[config.mk]
export PLATFORM = sky130hd
export DESIGN_NAME = scanner_link_tx_flat
export DESIGN_NICKNAME = d
export VERILOG_FILES = /design/src/rtl/scanner_link_if.sv /design/src/rtl/scanner_link_tx.sv /design/src/flat_wrapper.sv
export SDC_FILE = /design/constraint.sdc
export NUM_CORES = 1
export LEC_CHECK = 0
export CAP_MARGIN = 25
export CORE_UTILIZATION = 51
export CTS_CLUSTER_DIAMETER = 30
export DETAILED_ROUTE_END_ITERATION = 6
export PLACE_DENSITY_LB_ADDON = 0.2
export SETUP_SLACK_MARGIN = 0.4
export SLEW_MARGIN = 10
export SYNTH_ARGS = -nofsm -noshare
export SYNTH_HDL_FRONTEND = slang
export SYNTH_SLANG_ARGS = --single-unit
[constraint.sdc]
create_clock -name clk -period 2.8 [get_ports clk]
set_input_delay 0.56 -clock clk [delete_from_list [all_inputs] [get_ports clk]]
set_output_delay 0.56 -clock clk [all_outputs]
set_load 0.02 [all_outputs]
[src/rtl/scanner_link_if.sv]
// scanner_link_if: request handshake and serial-line signals of the scanner link transmitter.
// master = request source / line observer, slave = the transmitter.
interface scanner_link_if;
    logic       req_valid;
    logic [1:0] req_kind;
    logic [7:0] req_byte;
    logic       req_ready;
    logic       ser_out;
    logic       frame_start;
    logic       busy;
    logic       err;

    modport master (
        output req_valid,
        output req_kind,
        output req_byte,
        input  req_ready,
        input  ser_out,
        input  frame_start,
        input  busy,
        input  err
    );

    modport slave (
        input  req_valid,
        input  req_kind,
        input  req_byte,
        output req_ready,
        output ser_out,
        output frame_start,
        output busy,
        output err
    );
endinterface

[src/rtl/scanner_link_tx.sv]
// scanner_link_tx: continuous 8-bit MSB-first frame transmitter for the scanner link.
// A one-entry holding register takes status commands (one frame) and data
// transfers (header frame 0x07/0x08 followed by the payload frame).
// Idle frames are 0x00.
// Optional build: define SCANNER_TX_STATS_EN to add the 16-bit saturating
// sent_cnt output counting completed command and payload frames.
//
// state | meaning (frame currently on the wire)
// IDLE  | filler 0x00 frame
// CMD   | status command code frame
// HDR   | data header frame (0x07 binary, 0x08 ASCII); payload follows
// DATA  | payload byte of a data transfer
module scanner_link_tx (
    input  logic          clk,
    input  logic          rst,
    scanner_link_if.slave link
`ifdef SCANNER_TX_STATS_EN
    ,
    output logic [15:0]   sent_cnt
`endif
);
    typedef enum logic [1:0] {
        ST_IDLE = 2'd0,
        ST_CMD  = 2'd1,
        ST_HDR  = 2'd2,
        ST_DATA = 2'd3
    } state_t;

    localparam logic [1:0] KIND_CMD  = 2'b00;
    localparam logic [1:0] KIND_BIN  = 2'b01;
    localparam logic [1:0] KIND_ASC  = 2'b10;
    localparam logic [7:0] HDR_BIN   = 8'h07;
    localparam logic [7:0] HDR_ASC   = 8'h08;
    localparam logic [7:0] IDLE_BYTE = 8'h00;
    localparam logic [7:0] CODE_MAX  = 8'd6;

    logic [2:0] bit_cnt;
    logic [7:0] shift_reg;
    state_t     state;
    state_t     state_nxt;
    logic       pending;
    logic [1:0] held_kind;
    logic [7:0] held_byte;
    logic       err_q;

    logic       boundary;
    logic       accept;
    logic       req_legal;
    logic       pend_clr;
    logic [7:0] frame_byte;

    // The last bit of every frame is on the wire when bit_cnt is 7; the edge
    // that ends it loads the next frame.
    assign boundary = (bit_cnt == 3'd7);

    // The handshake only needs the holding register to be empty; rst wins in
    // every register below, so a request offered during reset is ignored.
    assign accept = link.req_valid && !pending;

    // Legality of an offered request: status codes 1..6 only, kind 11 never.
    always_comb begin
        req_legal = 1'b0;
        case (link.req_kind)
            KIND_CMD: req_legal = (link.req_byte != 8'd0) && (link.req_byte <= CODE_MAX);
            KIND_BIN: req_legal = 1'b1;
            KIND_ASC: req_legal = 1'b1;
            default:  req_legal = 1'b0;
        endcase
    end

    // Free-running bit position within the current frame.
    always_ff @(posedge clk) begin
        if (rst) begin
            bit_cnt <= 3'd0;
        end else begin
            bit_cnt <= bit_cnt + 3'd1;
        end
    end

    // FSM state register.
    always_ff @(posedge clk) begin
        if (rst) begin
            state <= ST_IDLE;
        end else begin
            state <= state_nxt;
        end
    end

    // Next frame selection; decisions only happen on a frame boundary and use
    // the holding register as it was before that edge, so a request accepted
    // on the boundary edge itself waits for the following boundary.
    always_comb begin
        state_nxt  = state;
        frame_byte = IDLE_BYTE;
        pend_clr   = 1'b0;
        if (boundary) begin
            if (state == ST_HDR) begin
                frame_byte = held_byte;
                state_nxt  = ST_DATA;
                pend_clr   = 1'b1;
            end else if (pending) begin
                case (held_kind)
                    KIND_CMD: begin
                        frame_byte = held_byte;
                        state_nxt  = ST_CMD;
                        pend_clr   = 1'b1;
                    end
                    KIND_BIN: begin
                        frame_byte = HDR_BIN;
                        state_nxt  = ST_HDR;
                    end
                    KIND_ASC: begin
                        frame_byte = HDR_ASC;
                        state_nxt  = ST_HDR;
                    end
                    default: begin
                        // Illegal kinds never reach the holding register.
                        frame_byte = IDLE_BYTE;
                        state_nxt  = ST_IDLE;
                        pend_clr   = 1'b1;
                    end
                endcase
            end else begin
                frame_byte = IDLE_BYTE;
                state_nxt  = ST_IDLE;
            end
        end
    end

    // Shift register: load the selected frame at a boundary, otherwise shift
    // MSB first.
    always_ff @(posedge clk) begin
        if (rst) begin
            shift_reg <= IDLE_BYTE;
        end else if (boundary) begin
            shift_reg <= frame_byte;
        end else begin
            shift_reg <= {shift_reg[6:0], 1'b0};
        end
    end

    // Holding register: filled by a legal accept, emptied when the last frame
    // of its transfer is loaded. Accept requires it empty and clearing requires
    // it full, so the two never coincide.
    always_ff @(posedge clk) begin
        if (rst) begin
            pending   <= 1'b0;
            held_kind <= KIND_CMD;
            held_byte <= 8'h00;
        end else if (accept && req_legal) begin
            pending   <= 1'b1;
            held_kind <= link.req_kind;
            held_byte <= link.req_byte;
        end else if (pend_clr) begin
            pending   <= 1'b0;
        end
    end

    // Illegal request flag, one cycle after the dropping accept.
    always_ff @(posedge clk) begin
        if (rst) begin
            err_q <= 1'b0;
        end else begin
            err_q <= accept && !req_legal;
        end
    end

    assign link.req_ready   = !pending;
    assign link.ser_out     = shift_reg[7];
    assign link.frame_start = (bit_cnt == 3'd0);
    assign link.busy        = pending || (state != ST_IDLE);
    assign link.err         = err_q;

`ifdef SCANNER_TX_STATS_EN
    logic [15:0] sent_cnt_q;

    // Count command and payload frames as they finish; headers are not counted.
    always_ff @(posedge clk) begin
        if (rst) begin
            sent_cnt_q <= 16'd0;
        end else if (boundary && (state == ST_CMD || state == ST_DATA) &&
                     sent_cnt_q != 16'hFFFF) begin
            sent_cnt_q <= sent_cnt_q + 16'd1;
        end
    end

    assign sent_cnt = sent_cnt_q;
`endif

    // A header frame always has its payload still held, and is always
    // followed directly by the payload frame.
    a_hdr_holds: assert property (@(posedge clk) disable iff (rst)
        state == ST_HDR |-> pending);
    a_hdr_then_data: assert property (@(posedge clk) disable iff (rst)
        (boundary && state == ST_HDR) |=> state == ST_DATA);

endmodule

[src/flat_wrapper.sv]
// flat-port wrapper written by rule: the top's interface ports become plain ports
module scanner_link_tx_flat 
  (clk, rst, link_req_valid, link_req_kind, link_req_byte, link_req_ready, link_ser_out, link_frame_start, link_busy, link_err);
  scanner_link_if link_i ();
  input  logic clk;
  input  logic rst;
  input wire logic [$bits(link_i.req_valid)-1:0] link_req_valid;
  input wire logic [$bits(link_i.req_kind)-1:0] link_req_kind;
  input wire logic [$bits(link_i.req_byte)-1:0] link_req_byte;
  output wire logic [$bits(link_i.req_ready)-1:0] link_req_ready;
  output wire logic [$bits(link_i.ser_out)-1:0] link_ser_out;
  output wire logic [$bits(link_i.frame_start)-1:0] link_frame_start;
  output wire logic [$bits(link_i.busy)-1:0] link_busy;
  output wire logic [$bits(link_i.err)-1:0] link_err;
  assign link_i.req_valid = link_req_valid;
  assign link_i.req_kind = link_req_kind;
  assign link_i.req_byte = link_req_byte;
  assign link_req_ready = link_i.req_ready;
  assign link_ser_out = link_i.ser_out;
  assign link_frame_start = link_i.frame_start;
  assign link_busy = link_i.busy;
  assign link_err = link_i.err;
  scanner_link_tx u_core (.clk(clk), .rst(rst), .link(link_i));
endmodule
==> out/metrics.cfg, run 1 <==
[setup_path]
regToRegSetupSlack_ns=1.01
required_ns=2.24
startpoint_type=flop
critPathKind=flop to output port
worstPathArrival_ns=1.65
end_kind=output port
crit_fanout=7

[die]
die_area_um2=2369
core_um2=2002
fp.dieH_um=48.68
ios=18
initial_utilization_pct=55.50
dieWidth_um=48.68
placementRows=16

[sta]
hold_violations=0
fmax_ghz=0.4518
rsz0062_at_grt=false
totalNegativeSetupSlack_ns=0
drv_slew=0
period_share_pct=79.06
fin_skew_ns=0.006312
worst_pin_slew_ns=0.8317
fin_hold_ws_ns=0.4547
slew_headroom_pct=44.38
setup_viol=0
min_period_ns=2.214

[synth]
synthCells=124
synth.distinct_cells=32
yosys_warnings=0
synth_area_um2=1111
ys_seq_elements=25
synth_area_per_cell_um2=8.960
syn-num-nets=143
ys_seq_area_share_pct=45.05

[route]
via_per_inst=5.621
drt_wl_total_um=2082
vias=950
drt_iter0_markers=15
drc=0
drtAntennaViolNets=0
wl_per_cell_um=12.32
dr.pass1.iters=4

[cells_and_area]
seq_area_um2=500.5
final_common_cell=dfxtp_1
n_antenna_cell=0
fin_nets=162
fillers=178
drive_above_1_share_pct=7.746
syn_to_final_growth_pct=19.71
multi_input_area_um2=548.0
final_cell_mix=dfxtp_1, clkdlybuf4s50_1, a21oi_1, nor2_1

[global_route]
grt_pass1_vias=883
gr-total-overflow=0
grt_pass1_wl_um=3705
grt_usage_pct=20.15
antenna_found_initial=0
grt_start_max_net_pins=26

[place]
routabilityCongestion=0.8175
dpl.hpwl_um=1537
portBuffers=17

[power]
powerDensity_nw_per_um2=485.5
power_frac_seq_pct=58.6
swShare_pct=26.35
p_int_w=0.0004755
p_sw_w=0.0001701
power_frac_comb_pct=17.1
p_clk_share_pct=24.3
p_leak_nw=0.5054
peakVddDrop_mv=0.2938

[job]
max_cap_viol_count=0

[outcome]
status=finished, final reports clean

[cts]
cts_buffer_depth=2
cts_buffers=3
clock_sinks=25
clk_latency_ns=0.32
cts.clk_slew.worst_paths_ns=0.13
postCtsSetupRepairBufs=0
cts_max_level=1
cts-root-buf=clkbuf_4
cts_tree=built

[worst_hold_path]
hold_path_class=flop to flop

==> power groups by stage <==
stage,clock network [W],logic (W),registers (W)
CTS,0.000163,0.000106,0.000378
global route,0.000175,0.000123,0.000381
global placement,0,0.000102,0.000386
detailed placement,0,0.000105,0.000386
finish,0.000157,0.000110,0.000379
floorplan,0,0.0000676,0.000385
==> timing repair <==
action	4_1_cts	5_1_grt
gates cloned	0	1
hold buffers	0	0
setup endpoints to repair	2	9
gates resized for setup	0	5
pin swaps	1	2
==> Yosys cell counts (all sizes together) <==
cell type,number,area [um2]
a32oi,1,8.760
o41a,1,11.26
nand2,4,15.01
buf,4,33.78
o41ai,1,16.27
clkdlybuf4s50,1,11.26
or3,2,13.77
a311oi,1,8.760
and3,1,7.510
dfxtp,25,500.5
a211oi,2,15.01
nand4,1,6.260
clkinv,1,3.750
a2bb2oi,1,8.760
ha,6,75.07
nand3,10,50.05
and4,1,8.760
or4b,1,13.76
a22oi,4,30.03
a21oi,14,70.07
nand2b,2,12.51
clkdlybuf4s15,1,10.01
and2b,1,8.760
inv,7,26.28
o21ai,12,60.06
nor2,11,41.29
nor2b,3,18.77
nor3,5,25.02
==> logic make-up (layout without fill, tap and decap cells) <==
kind of cell,Yosys count,count (layout),synth area share (%)
AO/OA/AOI/OAI,37,38,20.61
flip-flops,25,25,45.05
buffers and inverters,14,31,7.658
adder cells (fa/ha/maj),6,6,6.757
AND/OR/NAND/NOR,42,42,19.93
==> worst paths after layout <==
path	endpoint	startpoint	cells past startpoint
setup / recovery	link_busy	u_core.pending	2
hold / removal	u_core.bit_cnt[0]	u_core.bit_cnt[0]	1
setup reg to reg	u_core.shift_reg[7]	u_core.bit_cnt[0]	6
hold reg to reg	u_core.bit_cnt[0]	u_core.bit_cnt[0]	1
==> through the flow <==
stage               util [%]  instances  setup WS, ns  total power [W]  instance area, um2
detailed placement     63.69        164       0.04930        0.0004914                1275
global placement       63.69        164        0.1037        0.0004873                1275
finish                 66.44        169        0.5864        0.0006457                1330
global route           66.44        169        0.5353        0.0006782                1330
CTS                    65.06        168        0.4483        0.0006472                1303
floorplan                  -        124        0.6667        0.0004522                1111
==> routing by layer <==
layer  share of wire, %  global-route usage (%)
met5                  0                       0
met4                2.4                   14.22
met3                2.6                   2.201
met2                 48                   33.10
met1                 47                   24.41
==> layout make-up <==
type	count	area share, %
clock buffers	3	1.693
clock inverters	1	0.3763
inverters	8	2.258
multi-input cells	86	41.20
flip-flops and latches	25	37.63
well taps	27	2.540
repair buffers	19	14.30
==> worst max-delay path, cell delays in order, from the launching register on <==
cell	delay, ns
dfxtp_1	0.41
or3_1	0.39
clkdlybuf4s50_1	0.54
Power figures use the tool's default switching activity.
==> inputs of run 2 (changes only) <==
==> constraint.sdc (replaced) <==
create_clock -name clk -period 2.1 [get_ports clk]
set_input_delay 0.42 -clock clk [delete_from_list [all_inputs] [get_ports clk]]
set_output_delay 0.42 -clock clk [all_outputs]
set_load 0.02 [all_outputs]
==> run 2 against run 1 <==
Compared with the run above: clock skew hardly changed; critical path depth increased by 4; die area did not move; clock power increased by 31%; global-route usage rose by 1.2 points; wire length increased by 16%; combinational power up 55%; via count is 4.9% higher; final cell count increased by 3.6%; sequential cell count unchanged; critical path type is now input port to flop; critical endpoint is now u_core.held_byte[5]; largest cell class unchanged.
==> out/metrics.cfg, run 2 (synthesis results as in run 1) <==
[route]
vias=997
drtAntennaViolNets=0
wl_met2_um=1185
wl_met1_um=1116
drt_iter0_markers=16
dr.pass1.iters=4
via_per_inst=5.697
met3_length_um=90
wl_per_cell_um=13.76
drt_wl_total_um=2408
drc=0
routed.top_layer=met4

[die]
fp.dieH_um=48.68
die_area_um2=2369
ios=18
core_um2=2002
initial_utilization_pct=55.50
placementRows=16
dieWidth_um=48.68

[cells_and_area]
fin_nets=168
final_common_cell=dfxtp_1
post-route-util_pct=71.69
syn_to_final_growth_pct=29.17
n_antenna_cell=0
final_cell_mix=dfxtp_1, a21oi_1, nor2_1, o21ai_1, buf_4
finalNonFillerCells=175
drive_above_1_share_pct=24.32

[place]
routabilityCongestion=0.8176
placedCellCount=168
portBuffers=17
dpl.hpwl_um=1574

[sta]
setup_viol=0
hold_violations=0
fmax_ghz=0.5746
fin_skew_ns=0.005875
fin_hold_ws_ns=0.3539
worst_pin_slew_ns=0.3700
rsz0062_at_grt=true
period_share_pct=82.87
min_period_ns=1.740
slew_headroom_pct=75.27
drv_slew=0

[setup_path]
critPathKind=input port to flop
required_ns=2.30
critPathMaxStageDelay_ns=0.54
crit_fanout=5
end_kind=flop
startpoint_type=input port
cp_slowest_cell=or4b_4
cp_num_buf_inv=1
worstPathArrival_ns=1.94
path_delay_family=compound AO/OA/AOI/OAI gates
worstPathCellList=buf_8 -> ha_4 -> or4b_4 -> o41a_1 -> o21ai_1 -> a21oi_1

[cts]
cts_buffers=3
clk_latency_ns=0.31
cts_tree=built
cts_max_level=1
cts.clk_slew.worst_paths_ns=0.13
cts-root-buf=clkbuf_4
clock_sinks=25
cts_buffer_depth=2

[global_route]
grt_start_max_net_pins=26
grt_usage_pct=21.34
gr-total-overflow=0
antenna_found_initial=0
grt_pass1_vias=930
grt_pass1_wl_um=3995

[power]
p_leak_nw=0.5548
powerDensity_nw_per_um2=613.3
peakVddDrop_mv=0.3668

[job]
max_cap_viol_count=0

[worst_hold_path]
hold_path_class=input port to flop

[outcome]
status=finished, final reports clean

-- run 2: cell types whose count changed in the layout (fill, tap and decap cells not counted), sizes merged --
cell,delta
dlymetal6s2s,+1
buf,+10
clkbuf,+2
clkinv,-1
clkdlybuf4s50,-11
dlygate4sd2,+5
-- run 2: worst paths after layout --
path | from | to | slack, ns | cells past startpoint
setup / recovery | link_req_kind[0] | u_core.held_byte[5] | 0.36 | 6
hold / removal | link_req_kind[1] | u_core.held_kind[1] | 0.35 | 3
setup reg to reg | u_core.bit_cnt[0] | u_core.pending | 0.56 | 6
hold reg to reg | u_core.bit_cnt[0] | u_core.bit_cnt[0] | 0.42 | 1
-- run 2: where the power goes --
part	internal [W]	leakage, nW	switching (W)
Combinational	0.0000774	0.336	0.0000941
Sequential	0.000493	0.203	0.0000107
Clock	0.0000741	0.0150	0.000131
-- run 2: worst register-to-register path, cell delays in order (launching register included) --
cell and delay [ns]:
dfxtp_2 0.37, ha_1 0.15, ha_1 0.29, clkinv_2 0.20
a21oi_1 0.19, a2bb2oi_1 0.19, nor2_1 0.05
-- run 2: per-stage QoR --
stage	power (W)	instance area, um2	worst slack (ns)	setup TNS [ns]
6_report	0.0008802	1435	0.3597	0
5_1_grt	0.0009194	1435	0.3247	0
4_1_cts	0.0008746	1404	0.3331	0
3_5_place_dp	0.0006691	1329	-0.4791	-5.241
3_3_place_gp	0.0006636	1329	-0.4168	-4.487
2_1_floorplan	0.0006071	1135	0.1827	0
-- run 2: routing by layer --
layer	global-route usage, %	up-vias
met4	7.353	0
met2	37.27	28
met5	0	-
met1	27.29	471
li1	-	496
met3	1.887	2
-- run 2: cell type report --
cell class	count	area [um2]
inverter	8	31.28
clock buffer	4	26.28
tap	27	33.78
timing repair buffer	25	230.2
fill	155	566.8
multi-input combinational	86	611.8
sequential	25	501.7
-- run 2: what timing repair did --
item                                    CTS  global route
endpoints found under the setup margin   20            18
hold buffers                              0             0
buffers inserted                          0             1
gates resized for setup                  36            15
pin swaps                                25             8
cloned                                    2             0
==> inputs of run 3 (changes only) <==
--- a/config.mk
+++ b/config.mk
@@ -6,7 +6,7 @@
 export NUM_CORES = 1
 export LEC_CHECK = 0
 export CAP_MARGIN = 25
-export CORE_UTILIZATION = 51
+export CORE_UTILIZATION = 46
 export CTS_CLUSTER_DIAMETER = 30
 export DETAILED_ROUTE_END_ITERATION = 6
 export PLACE_DENSITY_LB_ADDON = 0.2
==> constraint.sdc (replaced) <==
create_clock -name clk -period 1.5 [get_ports clk]
set_input_delay 0.3 -clock clk [delete_from_list [all_inputs] [get_ports clk]]
set_output_delay 0.3 -clock clk [all_outputs]
set_load 0.02 [all_outputs]
==> run 3 against run 2 <==
Compared with the run above: the run now ends with negative setup slack left; combinational power is 110% higher; clock skew down 0.0029 ns; core utilization rose by 11 points; global-route usage is 5.3 points higher; final area rose by 30%; sequential cell count stayed put; sequential power rose by 42%; worst hold slack got worse by 0.12 ns; non-clock buffer count is 20 higher; worst setup slack got worse by 0.51 ns; largest cell class unchanged.
==> out/metrics.cfg, run 3 (synthesis results as in run 1) <==
[outcome]
status=complete, but fails checks
violations=negative setup slack

[die]
placementRows=17
core_um2=2255
dieWidth_um=51.15
initial_utilization_pct=49.28
fp.dieH_um=51.15
die_area_um2=2616
ios=18

[global_route]
gr-total-overflow=0
grt_usage_pct=26.61
grt_start_max_net_pins=26
grt_pass1_wl_um=5112
antenna_found_initial=0
grt_pass1_vias=1131

[cts]
cts_buffers=3
cts_buffer_depth=2
clock_sinks=25
cts_tree=built
ctsHoldBuffers=0
clk_latency_ns=0.32
cts.clk_slew.worst_paths_ns=0.14
cts_max_level=1
cts-root-buf=clkbuf_4

[cells_and_area]
fin_nets=188
syn_to_final_growth_pct=68.24
n_antenna_cell=0
final_common_cell=dfxtp_1
post-route-util_pct=82.91
design_area_um2=1869
drive_above_1_share_pct=55.36
final_cell_mix=dfxtp_1, buf_6, buf_4, a21oi_1, nor2_1

[sta]
hold_violations=0
fin_skew_ns=0.002986
slew_headroom_pct=72.14
worst_pin_slew_ns=0.4170
drv_slew=0
fmax_ghz=0.6052
min_period_ns=1.652
totalNegativeSetupSlack_ns=-1.119
period_share_pct=110.2
fin_hold_ws_ns=0.2331
rsz0062_at_grt=true
setup_viol=11
worst_slack_ns=-0.1524

[setup_path]
cp_slowest_cell=or4b_4
worstPathArrival_ns=1.87
crit_fanout=5
regToRegSetupSlack_ns=0.09
required_ns=1.72
rr_startpoint=u_core.bit_cnt[1]
r2r-end=u_core.pending
critPathKind=input port to flop
end_kind=flop
r2r_cells=7
worstPathCellList=buf_8 -> ha_4 -> or4b_4 -> o41a_1 -> o21ai_1 -> a21oi_1
critPathMaxStageDelay_ns=0.55
startpoint_type=input port

[worst_hold_path]
worst_hold_startpoint=link_req_kind[0]
min_to=u_core.held_kind[0]
hold_path_depth=3
hold_path_class=input port to flop

[route]
drt_wl_total_um=3158
drc=0
via_per_inst=5.668
wl_per_cell_um=16.11
dr.pass1.iters=4
drtAntennaViolNets=0
drt_iter0_markers=26
vias=1111

[power]
powerDensity_nw_per_um2=733.5
p_leak_nw=0.7057
peakVddDrop_mv=0.6026

[place]
portBuffers=17
routabilityCongestion=0.7661
dp_slack_ns=-0.9356
place_area_um2=1454
dpl.hpwl_um=1800

[job]
max_cap_viol_count=0

==> run 3: worst max path at each step <==
stage	startpoint	slack, ns	endpoint	cells past startpoint
finish	link_req_kind[0]	-0.15	u_core.held_byte[7]	6
global route	link_req_kind[0]	-0.17	u_core.held_kind[0]	6
CTS	link_req_kind[1]	-0.14	u_core.held_byte[2]	6
detailed placement	link_req_kind[0]	-0.94	u_core.held_byte[4]	6
global placement	link_req_kind[0]	-0.88	u_core.held_byte[7]	6
floorplan	link_req_kind[0]	-0.28	u_core.held_byte[0]	5
==> run 3: metal layers <==
layer	GRT usage, %	wire length [um]	up-vias
met3	3.869	154	8
met2	45.39	1630	46
met1	31.63	1314	519
li1	-	-	538
met4	14.81	59	0
met5	0	0	-
==> run 3: report_power, final <==
group | switching (W) | internal (W) | leakage, nW | total (W)
logic | 0.000169 | 0.000183 | 0.482 | 0.000352
registers | 0.0000207 | 0.000692 | 0.206 | 0.000713
clock network | 0.000207 | 0.0000998 | 0.0177 | 0.000306
==> run 3: cell type report <==
class	count	area, um2
Tap cell	28	35.03
Inverter	8	45.04
Timing Repair Buffer	45	461.7
Fill cell	132	385.4
Clock inverter	1	5.005
Multi-Input combinational cell	86	789.5
Clock buffer	3	22.52
Sequential cell	25	510.5
==> run 3: what timing repair did <==
action,CTS,global route
gates cloned,1,0
gates resized for setup,95,19
setup buffers,12,2
pin swaps,40,21
endpoints found under the setup margin,27,27
==> run 3: per-stage QoR <==
stage	total power (W)	std cells
2_1_floorplan	0.0008630	124
3_3_place_gp	0.0009605	177
3_5_place_dp	0.0009690	177
4_1_cts	0.001325	194
5_1_grt	0.001430	196
6_report	0.001371	196
==> run 3: critical path: cells and delay by family <==
kind            cells  cell delay [ns]
buf+inv             1             0.10
compound gates      3             0.77
simple gates        1             0.55
fa+ha+maj           1             0.15
